--- src/rtl/alu_datapath_pkg.sv ---
// Shared types for the ALU datapath: instruction field encodings, status flags
// and sequencer states.
package alu_datapath_pkg;

  // Operand pair (R,S) selection, I[2:0].
  typedef enum logic [2:0] {
    SrcAq, SrcAb, SrcZq, SrcZb, SrcZa, SrcDa, SrcDq, SrcDz
  } src_e;

  // ALU function, I[5:3].
  typedef enum logic [2:0] {
    FnAdd, FnSubr, FnSubs, FnOr, FnAnd, FnNotrs, FnExor, FnExnor
  } fn_e;

  // Destination / shift control, I[8:6].
  typedef enum logic [2:0] {
    DstQreg, DstNop, DstRama, DstRamf, DstRamqd, DstRamd, DstRamqu, DstRamu
  } dst_e;

  typedef struct packed {
    logic c;
    logic v;
    logic n;
    logic z;
  } flags_t;

  typedef enum logic [1:0] {StIdle, StRun, StDone} state_e;

endpackage

--- src/rtl/alu_regfile.sv ---
// alu_regfile: two read ports, one write port, reset-cleared register array.
// With ALU_DATAPATH_PARITY_EN defined, stores even parity per byte and flags
// mismatches on each read port.
module alu_regfile #(
  parameter int unsigned WIDTH = 64,
  parameter int unsigned NREGS = 16,
  parameter int unsigned AW    = 4
) (
  input  logic             clk,
  input  logic             nRESET,
  input  logic [AW-1:0]    addr_a,
  input  logic [AW-1:0]    addr_b,
  input  logic             we,
  input  logic [AW-1:0]    waddr,
  input  logic [WIDTH-1:0] wdata,
  output logic [WIDTH-1:0] rdata_a,
`ifdef ALU_DATAPATH_PARITY_EN
  output logic             perr_a,
  output logic             perr_b,
`endif
  output logic [WIDTH-1:0] rdata_b
);

  logic [WIDTH-1:0] mem [NREGS];

  // Register array write; reads below see the pre-edge contents.
  always_ff @(posedge clk or negedge nRESET) begin
    if (!nRESET) begin
      for (int i = 0; i < int'(NREGS); i++) mem[i] <= '0;
    end else if (we) begin
      mem[waddr] <= wdata;
    end
  end

  assign rdata_a = mem[addr_a];
  assign rdata_b = mem[addr_b];

`ifdef ALU_DATAPATH_PARITY_EN
  localparam int unsigned NB = WIDTH / 8;

  logic [NB-1:0] par [NREGS];

  function automatic logic [NB-1:0] byte_par(input logic [WIDTH-1:0] v);
    logic [NB-1:0] p;
    for (int i = 0; i < int'(NB); i++) p[i] = ^v[8*i +: 8];
    return p;
  endfunction

  // Parity shadow written alongside the data.
  always_ff @(posedge clk or negedge nRESET) begin
    if (!nRESET) begin
      for (int i = 0; i < int'(NREGS); i++) par[i] <= '0;
    end else if (we) begin
      par[waddr] <= byte_par(wdata);
    end
  end

  assign perr_a = |(byte_par(rdata_a) ^ par[addr_a]);
  assign perr_b = |(byte_par(rdata_b) ^ par[addr_b]);
`endif

endmodule

--- src/rtl/alu_datapath.sv ---
// alu_datapath: bit-slice style ALU with register file, Q register, machine and
// micro status registers, and a repeat sequencer (IDLE/RUN/DONE).
// Optional feature macro: ALU_DATAPATH_PARITY_EN (per-byte parity, sticky perr).
module alu_datapath
  import alu_datapath_pkg::*;
#(
  parameter int unsigned WIDTH = 64,
  parameter int unsigned NREGS = 16
) (
  input  logic             clk,
  input  logic             nRESET,
  input  logic [8:0]       I,
  input  logic [3:0]       A,
  input  logic [3:0]       B,
  input  logic [WIDTH-1:0] D,
  input  logic             C0,
  input  logic             mode32,
  input  logic             nCEM,
  input  logic             nCEN,
  input  logic             start,
  input  logic [5:0]       count,
  output logic             busy,
  output logic             done,
  output logic [WIDTH-1:0] Y,
  output logic [3:0]       flags,
  output logic [3:0]       msr,
  output logic [3:0]       usr,
  output logic             perr
);

  localparam int unsigned HALF = WIDTH / 2;
  localparam int unsigned AW   = (NREGS > 1) ? $clog2(NREGS) : 1;
  localparam logic [WIDTH-1:0] LoMask = {{HALF{1'b0}}, {HALF{1'b1}}};

  state_e           state_q;
  logic             busy_q, done_q;
  logic [5:0]       cnt_q;
  logic [8:0]       lat_i;
  logic [3:0]       lat_a, lat_b;
  logic             lat_c0;

  logic [8:0]       ex_i;
  logic [3:0]       ex_a, ex_b;
  logic             ex_c0, run, exec_en;
  src_e             src;
  fn_e              fn;
  dst_e             dst;
  logic [WIDTH-1:0] mask, ra, rb, q_q, q_d, r, s, op_a, op_b, lres, f, rf_wd;
  logic [WIDTH:0]   sum;
  logic             arith, a_msb, b_msb, f_msb, rf_we, q_we;
  flags_t           fl;
  logic [3:0]       msr_q, usr_q;
`ifdef ALU_DATAPATH_PARITY_EN
  logic             perr_a, perr_b;
`endif

  // In RUN the latched instruction drives the datapath; otherwise the live one.
  assign run   = (state_q == StRun);
  assign ex_i  = run ? lat_i  : I;
  assign ex_a  = run ? lat_a  : A;
  assign ex_b  = run ? lat_b  : B;
  assign ex_c0 = run ? lat_c0 : C0;
  assign src   = src_e'(ex_i[2:0]);
  assign fn    = fn_e'(ex_i[5:3]);
  assign dst   = dst_e'(ex_i[8:6]);
  assign mask  = mode32 ? LoMask : '1;

  // The start cycle only latches the instruction; DONE never writes.
  assign exec_en = run | ((state_q == StIdle) & ~start);

  alu_regfile #(
    .WIDTH(WIDTH),
    .NREGS(NREGS),
    .AW   (AW)
  ) u_regfile (
    .clk    (clk),
    .nRESET (nRESET),
    .addr_a (ex_a[AW-1:0]),
    .addr_b (ex_b[AW-1:0]),
    .we     (rf_we & exec_en),
    .waddr  (ex_b[AW-1:0]),
    .wdata  (rf_wd),
    .rdata_a(ra),
`ifdef ALU_DATAPATH_PARITY_EN
    .perr_a (perr_a),
    .perr_b (perr_b),
`endif
    .rdata_b(rb)
  );

  // Operand pair selection.
  always_comb begin
    r = '0;
    s = '0;
    unique case (src)
      SrcAq:   begin r = ra; s = q_q; end
      SrcAb:   begin r = ra; s = rb;  end
      SrcZq:   s = q_q;
      SrcZb:   s = rb;
      SrcZa:   s = ra;
      SrcDa:   begin r = D;  s = ra;  end
      SrcDq:   begin r = D;  s = q_q; end
      SrcDz:   r = D;
      default: ;
    endcase
  end

  // Adder operand conditioning and logic results.
  always_comb begin
    op_a  = '0;
    op_b  = '0;
    lres  = '0;
    arith = 1'b1;
    unique case (fn)
      FnAdd:   begin op_a = r;  op_b = s;  end
      FnSubr:  begin op_a = ~r; op_b = s;  end
      FnSubs:  begin op_a = r;  op_b = ~s; end
      FnOr:    begin arith = 1'b0; lres = r | s;     end
      FnAnd:   begin arith = 1'b0; lres = r & s;     end
      FnNotrs: begin arith = 1'b0; lres = ~r & s;    end
      FnExor:  begin arith = 1'b0; lres = r ^ s;     end
      FnExnor: begin arith = 1'b0; lres = ~(r ^ s);  end
      default: ;
    endcase
    // Masking after inversion makes sum[HALF] the carry out of bit HALF-1.
    op_a = op_a & mask;
    op_b = op_b & mask;
  end

  assign sum   = {1'b0, op_a} + {1'b0, op_b} + {{WIDTH{1'b0}}, ex_c0};
  assign f     = (arith ? sum[WIDTH-1:0] : lres) & mask;
  assign a_msb = mode32 ? op_a[HALF-1] : op_a[WIDTH-1];
  assign b_msb = mode32 ? op_b[HALF-1] : op_b[WIDTH-1];
  assign f_msb = mode32 ? f[HALF-1]    : f[WIDTH-1];
  assign fl.c  = arith & (mode32 ? sum[HALF] : sum[WIDTH]);
  assign fl.v  = arith & (a_msb == b_msb) & (f_msb != a_msb);
  assign fl.n  = f_msb;
  assign fl.z  = ~|f;
  assign flags = fl;

  // Destination decode: register/Q write data and Y source.
  always_comb begin
    rf_we = 1'b0;
    rf_wd = f;
    q_we  = 1'b0;
    q_d   = f;
    Y     = f;
    unique case (dst)
      DstQreg:  q_we = 1'b1;
      DstNop:   ;
      DstRama:  begin rf_we = 1'b1; Y = ra & mask; end
      DstRamf:  rf_we = 1'b1;
      DstRamqd: begin
        rf_we = 1'b1;
        rf_wd = f >> 1;
        q_we  = 1'b1;
        q_d   = (q_q & mask) >> 1;
      end
      DstRamd:  begin rf_we = 1'b1; rf_wd = f >> 1; end
      DstRamqu: begin
        rf_we = 1'b1;
        rf_wd = (f << 1) & mask;
        q_we  = 1'b1;
        q_d   = ((q_q & mask) << 1) & mask;
      end
      DstRamu:  begin rf_we = 1'b1; rf_wd = (f << 1) & mask; end
      default:  ;
    endcase
  end

  // Q register.
  always_ff @(posedge clk or negedge nRESET) begin
    if (!nRESET) q_q <= '0;
    else if (q_we & exec_en) q_q <= q_d;
  end

  // Status registers load the live flags in every state.
  always_ff @(posedge clk or negedge nRESET) begin
    if (!nRESET) begin
      msr_q <= '0;
      usr_q <= '0;
    end else begin
      if (!nCEM) msr_q <= fl;
      if (!nCEN) usr_q <= fl;
    end
  end

  assign msr = msr_q;
  assign usr = usr_q;

  // Repeat sequencer with registered busy/done.
  always_ff @(posedge clk or negedge nRESET) begin
    if (!nRESET) begin
      state_q <= StIdle;
      busy_q  <= 1'b0;
      done_q  <= 1'b0;
      cnt_q   <= '0;
      lat_i   <= '0;
      lat_a   <= '0;
      lat_b   <= '0;
      lat_c0  <= 1'b0;
    end else begin
      unique case (state_q)
        StIdle: begin
          if (start) begin
            lat_i  <= I;
            lat_a  <= A;
            lat_b  <= B;
            lat_c0 <= C0;
            cnt_q  <= count;
            if (count == 6'd0) begin
              state_q <= StDone;
              done_q  <= 1'b1;
            end else begin
              state_q <= StRun;
              busy_q  <= 1'b1;
            end
          end
        end
        StRun: begin
          if (cnt_q == 6'd1) begin
            state_q <= StDone;
            busy_q  <= 1'b0;
            done_q  <= 1'b1;
          end else begin
            cnt_q <= cnt_q - 6'd1;
          end
        end
        StDone: begin
          state_q <= StIdle;
          done_q  <= 1'b0;
        end
        default: begin
          state_q <= StIdle;
          busy_q  <= 1'b0;
          done_q  <= 1'b0;
        end
      endcase
    end
  end

  assign busy = busy_q;
  assign done = done_q;

`ifdef ALU_DATAPATH_PARITY_EN
  localparam int unsigned NB = WIDTH / 8;

  logic [NB-1:0] q_par;
  logic          q_perr, a_used, b_used, q_used, perr_q;

  function automatic logic [NB-1:0] byte_par(input logic [WIDTH-1:0] v);
    logic [NB-1:0] p;
    for (int i = 0; i < int'(NB); i++) p[i] = ^v[8*i +: 8];
    return p;
  endfunction

  // Q parity shadow follows every Q write.
  always_ff @(posedge clk or negedge nRESET) begin
    if (!nRESET) q_par <= '0;
    else if (q_we & exec_en) q_par <= byte_par(q_d);
  end

  assign q_perr = |(byte_par(q_q) ^ q_par);
  assign a_used = (src inside {SrcAq, SrcAb, SrcZa, SrcDa}) || (dst == DstRama);
  assign b_used = (src inside {SrcAb, SrcZb});
  assign q_used = (src inside {SrcAq, SrcZq, SrcDq}) || (dst inside {DstRamqd, DstRamqu});

  // Sticky parity error, cleared only by reset.
  always_ff @(posedge clk or negedge nRESET) begin
    if (!nRESET) perr_q <= 1'b0;
    else perr_q <= perr_q | (a_used & perr_a) | (b_used & perr_b) | (q_used & q_perr);
  end

  assign perr = perr_q;
`else
  assign perr = 1'b0;
`endif

endmodule

--- config.mk ---
export PLATFORM = sky130hd
export DESIGN_NAME = alu_datapath
export DESIGN_NICKNAME = d
export VERILOG_FILES = /design/src/rtl/alu_datapath_pkg.sv /design/src/rtl/alu_regfile.sv /design/src/rtl/alu_datapath.sv
export SDC_FILE = /design/constraint.sdc
export NUM_CORES = 2
export LEC_CHECK = 0
export CAP_MARGIN = 10
export CORE_MARGIN = 8
export CORE_UTILIZATION = 40
export CTS_CLUSTER_SIZE = 8
export DETAILED_ROUTE_END_ITERATION = 8
export GPL_TIMING_DRIVEN = 1
export HOLD_SLACK_MARGIN = 0.15
export PLACE_DENSITY_LB_ADDON = 0.25
export SYNTH_ARGS = -nofsm -noshare
export SYNTH_HDL_FRONTEND = slang
export SYNTH_SLANG_ARGS = --single-unit
--- constraint.sdc ---
create_clock -name clk -period 8.3 [get_ports clk]
set_input_delay 0.83 -clock clk [delete_from_list [all_inputs] [get_ports clk]]
set_output_delay 0.83 -clock clk [all_outputs]
set_load 0.01 [all_outputs]
# Word-level counts from Yosys, hierarchy flattened
# Index checks and enable logic that the tools add are counted.
[classes]
n_addsub = 3
mul = 0
div = 0
order_cmp = 3
eq_ne = 30
shifts = 0
n_mux = 45
bitwise_logic = 25
reduce_logical = 26
[op_table]
columns = ["cell", "count"]
rows = [
  ["1024-bit bitwise mux", 1],
  ["64-bit one-hot mux with 2 select lines", 5],
  ["64-bit AND", 9],
  ["64-bit binary-select mux with 4-bit select", 2],
  ["64-bit two-way mux", 8],
  ["64-bit one-hot mux with 5 select lines", 1],
  ["64-bit demux with 4-bit select", 1],
  ["64-bit inverter", 3],
  ["64-bit one-hot mux with 3 select lines", 1],
  ["64-bit by 64-bit adder with 65-bit output", 1],
  ["65-bit by 1-bit adder with 65-bit output", 1],
  ["64-bit bitwise OR", 1],
  ["64-bit OR reduction", 1],
  ["64-bit bitwise XOR", 1],
  ["3-bit == test, second input constant", 12],
  ["3-bit by 2-bit == test with 1-bit output, second input constant", 6],
  ["1-bit two-way mux", 14],
  ["2-bit OR reduction", 7],
  ["6-bit two-way mux", 2],
  ["6-bit one-hot mux with 2 select lines", 1],
  ["5-bit greater-or-equal comparator, second input constant", 2],
  ["4-bit inverter with 5-bit output", 2],
  ["3-bit zero test", 3],
  ["9-bit two-way mux", 1],
  ["29 further kinds", 46],
]
[totals]
reg_bits = 1124
latch_bits = 0
mem_bits_rw = 0
rom_bits = 0
n_memories = 0

# Longest topological paths before layout
[logic_depth]
ltp_word = 17
ltp_mapped = 30

# By module
# From an unflattened synthesis, not the netlist that was laid out.
[hier_totals]
cells_unflattened = 6408
area_unflattened_um2 = 72708.5
[by_module_without_submodules]
columns = ["mod", "instances", "cells_per_inst", "area_per_inst_um2"]
rows = [
  ["alu_regfile", 1, 3311, 53003.3],
  ["alu_datapath", 1, 3097, 19705.1],
]

# Least setup slack after synthesis
# Ideal clock, no wire load.
[synth_path]
kind = "reg-to-output"
from = "reg state_q[1]"
to = "out flags[0]"
arrival_time_ns = 6.875
required_ns = 7.470
path_slack_ns = 0.595
stages_incl_launch_ff = 29
cell_sequence = "dfrtp_1 nand2b_4 buf_8 buf_6 buf_6 buf_2 and2_1 nor2_1 buf_2 buf_1 clkbuf_1 nor2_1 nand2_1 clkbuf_1 clkbuf_1 a21oi_1 ha_1 a21o_1 a31oi_1 o221ai_1 a2111oi_0 a2111oi_0 or2_1 a2111o_1 o221ai_1 nand2_1 or4_1 or4_4 nor3_2"
[synth_between]
elab_chain_cells = 16
[synth_rtl]
columns = ["element", "line", "source"]
rows = [
  ["start, declared", "alu_datapath.sv:35", "state_e state_q;"],
  ["start signal, assigned", "alu_datapath.sv:194", "state_q <= StIdle;"],
  ["start signal, assigned", "alu_datapath.sv:212", "state_q <= StDone;"],
  ["start signal, assigned", "alu_datapath.sv:215", "state_q <= StRun;"],
  ["2-bit by 1-bit == test with 1-bit output (*)", "alu_datapath.sv:58", "assign run = (state_q == StRun);"],
  ["4-bit two-way mux (on tied branches)", "alu_datapath.sv:60, alu_datapath.sv:61", ""],
  ["4-bit inverter with 5-bit output (on tied branches)", "alu_regfile.sv:35, alu_regfile.sv:36", ""],
  ["64-bit binary-select mux with 4-bit select (on tied branches)", "alu_regfile.sv:35, alu_regfile.sv:36", ""],
  ["64-bit two-way mux (on tied branches) (2 in series)", "alu_regfile.sv:35, alu_regfile.sv:36", ""],
  ["64-bit one-hot mux with 3 select lines or 64-bit one-hot mux with 2 select lines (tied branches)", "alu_datapath.sv:95", "unique case (src)"],
  ["64-bit inverter (on tied branches)", "alu_datapath.sv:117, alu_datapath.sv:116, alu_datapath.sv:120", ""],
  ["64-bit one-hot mux with 2 select lines", "alu_datapath.sv:114", "unique case (fn)"],
  ["64-bit AND (on tied branches)", "alu_datapath.sv:127, alu_datapath.sv:126", ""],
  ["64-bit by 64-bit adder with 65-bit output", "alu_datapath.sv:130", "assign sum = {1'b0, op_a} + {1'b0, op_b} + {{WIDTH{1'b0}}, ex_c0};"],
  ["65-bit by 1-bit adder with 65-bit output", "alu_datapath.sv:130", ""],
  ["64-bit two-way mux (*)", "alu_datapath.sv:131", "assign f = (arith ? sum[WIDTH-1:0] : lres) & mask;"],
  ["64-bit AND (*)", "alu_datapath.sv:131", ""],
  ["64-bit OR reduction (*)", "alu_datapath.sv:138", "assign fl.z = ~|f;"],
  ["1-bit zero test (*)", "alu_datapath.sv:138", ""],
  ["end, declared", "alu_datapath.sv:25", "output logic [3:0] flags,"],
]
# Every way passes the cells marked *; elsewhere a longest branch is shown, timed or not. The select of a mux whose other input is x is not followed.

# Worst setup path in the final report
[layout_path]
from = "reg state_q[0]"
to = "out flags[0]"
# The elaborated chain is that of the path after synthesis.

==> metrics.txt <==
first-pass GRT wire length 544.0 mm; post-synthesis instance area 0.07410 sq mm; post-detailed-route count of antenna-violating nets 0; Site Rows 158; final wirelength 379.8 mm; cells taking the most area after synthesis sky130_fd_sc_hd__dfrtp_1, sky130_fd_sc_hd__o21ai_0, sky130_fd_sc_hd__nand2_1; violations in the final reports setup timing; sinks on the clock net 1124; PortBufs 171; proportion of synthesized chip area in sequential cells 37.96%; core area 0.1848 sq mm; Netlist cell types 102; skew final 74.92 ps; most common cell after layout, fill and taps aside sky130_fd_sc_hd__nand2_1; syn avg cell area 8.144 sq um; Routability Congestion 1.034; number of cells traversed by the worst register-to-register path 35; most frequent cells in the layout sky130_fd_sc_hd__nand2_1, sky130_fd_sc_hd__o21ai_0, sky130_fd_sc_hd__buf_4; die boundary width 446.4 um; CP Data Arrival Time 7770 ps; total half-perimeter wirelength after legalization and detailed placement 267.0 mm; origin of the worst min-delay path msr[2]$_DFFE_PN0N_; Critical Path Source Type flip-flop; insertion delay of the later-clocked pin in the worst-skew pair 860 ps; final routed DRC violation total 0; grt ovf 0; endpoint of the most critical register-to-register path u_regfile.mem[739]$_DFFE_PN0P_; number of cells on the worst hold path 2; CTS tree done; fmax 0.1162 GHz; Clock Tree Root sky130_fd_sc_hd__clkbuf_16; number of endpoints failing setup at the final stage 7; share of cells above drive strength 1 21.57%; detailed-route vias per instance 6.458; critical-path cell with the highest stage delay sky130_fd_sc_hd__or4_4; sink of the worst hold path msr[2]$_DFFE_PN0N_; global-route usage over all layers 36.49%; number of nets produced by synthesis 9324; Vias 81490; unrepaired setup endpoints after global routing true; type of the worst setup path flip-flop to primary output; CP max stage delay 550 ps; Final min period 8603 ps; actual slew at the worst max-slew pin 1206 ps; warnings from Yosys 0; number of antenna violations at the first check in global routing 14; Async S/R FF share, synth 100.0%; maximum level of the CTS H-tree 4; area added between synthesis and finish 29.31%; setup TNS after final layout -549.5 ps; share of Yosys cell area claimed by the top area cell type 37.96%; number of maximum-capacitance violations 0; remaining max-slew budget at the tightest pin 19.18%; final worst slack -303.0 ps; die area 0.1993 sq mm; Final Hold Violating Endpoints 0; post-synth top area cell sky130_fd_sc_hd__dfrtp_1; area taken by flip-flops and latches 0.02813 sq mm; height of the chip 446.4 um; number of global-route vias before repair 76890; required arrival time at the worst endpoint 7470 ps; maximum number of pins on one net before global-route repair 173; clock slew at reported path FFs 50 ps; Crit Reg-Reg Startpoint state_q[0]$_DFFE_PN0P_; outcome finished with violations; final-stage net count 10330; Hold Crit Class flip-flop to flip-flop; maximum fanout encountered on the critical timing path 18; initial detailed-routing violation count 11520; area of combinational cells with multiple inputs 0.04387 sq mm; total clock buffers created by CTS 160; register-to-register setup slack 780 ps; Most used DFF post-synth sky130_fd_sc_hd__dfrtp_1; number of synthesized flops with an enable pin 0; number of filler cells placed in the layout 17210; total of flip-flops plus latches after synthesis 1124; average wire length per cell after detail routing 30.10 um; count of TritonRoute iterations in the first routing pass 8; initial core utilization 40.09%; post-synthesis cell count 9099; part of the cycle the worst path needs 103.7%; Boundary Pins 173; Pins Over Slew Limit 0; CP endpoint kind primary output; Bufs on Longest Clock Path 3
registers in the layout (all words and copies together), names as in the netlist:
register and count:
lat_i 9, u_regfile.mem 1024, state_q 2, msr 4, lat_b 4, cnt_q 6, usr 4, lat_c0 1
lat_a 4, q_q 64, done 1, busy 1
synth_stat cells, drive strengths merged (40+ instances only):
library cell	number
a211oi	186
a21oi	350
a221oi	106
a222oi	41
a22oi	83
a32oi	47
buf	337
clkbuf	551
dfrtp	1124
ha	129
inv	97
mux2i	515
nand2	1694
nand2b	74
nand3	86
nand4	90
nor2	422
nor4	40
o211a	95
o211ai	129
o21a	42
o21ai	1629
o22ai	556
o32ai	50
xnor2	74
critical path, delay by kind of cell, from the launching register on:
family / cells / cell delay, ps
flops: 1 / 410
simple gates: 9 / 1920
xor+xnor: 1 / 100
fa+ha+maj: 1 / 360
compound gates: 10 / 2390
buf+inv: 10 / 1680
cells by family after synthesis:
group | share of synthesized area (%)
compound gates | 29.93
xor+xnor | 1.123
fa+ha+maj | 2.232
buf+inv | 5.905
flops | 37.96
mux | 7.953
other cells | 0.005061
simple gates | 14.90
area by class of cell:
class	count	area share [%]
Multi-Input combinational cell	6990	45.79
Inverter	97	0.3813
Timing Repair Buffer	1735	16.57
Sequential cell	1124	29.36
Tap cell	2480	3.238
Clock inverter	17	0.3891
Antenna cell	8	0.02089
Clock buffer	167	4.250
worst max path at each step:
stage | depth (start not counted) | slack [ps] | end | start
after global routing | 29 | -460 | flags[0] | state_q[0]$_DFFE_PN0P_
after floorplan | 28 | 590 | flags[0] | state_q[1]$_DFFE_PN0P_
after CTS | 32 | -180 | flags[0] | state_q[1]$_DFFE_PN0P_
final | 31 | -300 | flags[0] | state_q[0]$_DFFE_PN0P_
after detailed placement | 31 | -1380 | flags[0] | B[1]
after global placement | 30 | -1700 | flags[0] | B[0]
per-layer routing:
metal  part of all wire (%)  vias up  track usage [%]
met2                     42     5249            53.40
met1                     40    39750            48.59
met4                    6.2        2            19.11
li1                       -    35420                -
met3                     12     1065            10.94
met5                 0.0034        -                0
repair_timing:
item / 4_1_cts / 5_1_grt
endpoints found under the setup margin: 100 / 47
pin swaps: 103 / 51
cloned: 11 / 2
endpoints found under the hold margin: 86 / 0
hold buffers: 1 / 0
buffers inserted: 126 / 17
resized for setup: 357 / 172
metrics by stage:
step	cells	utilization (%)	hold WS (ps)	cell area, sq um	setup WS [ps]
4_1_cts	12590	51.39	481.6	94990	-177.0
6_report	12620	51.84	477.4	95820	-303.0
3_3_place_gp	12270	47.42	464.6	87660	-1697
2_1_floorplan	9099	-	465.1	74100	594.9
5_1_grt	12610	51.83	504.8	95810	-464.8
3_5_place_dp	12270	47.43	470.8	87670	-1376
Power is left out: the tool's default activity adds up to more than one toggle a clock period on the data nets, which glitch-free logic cannot reach.
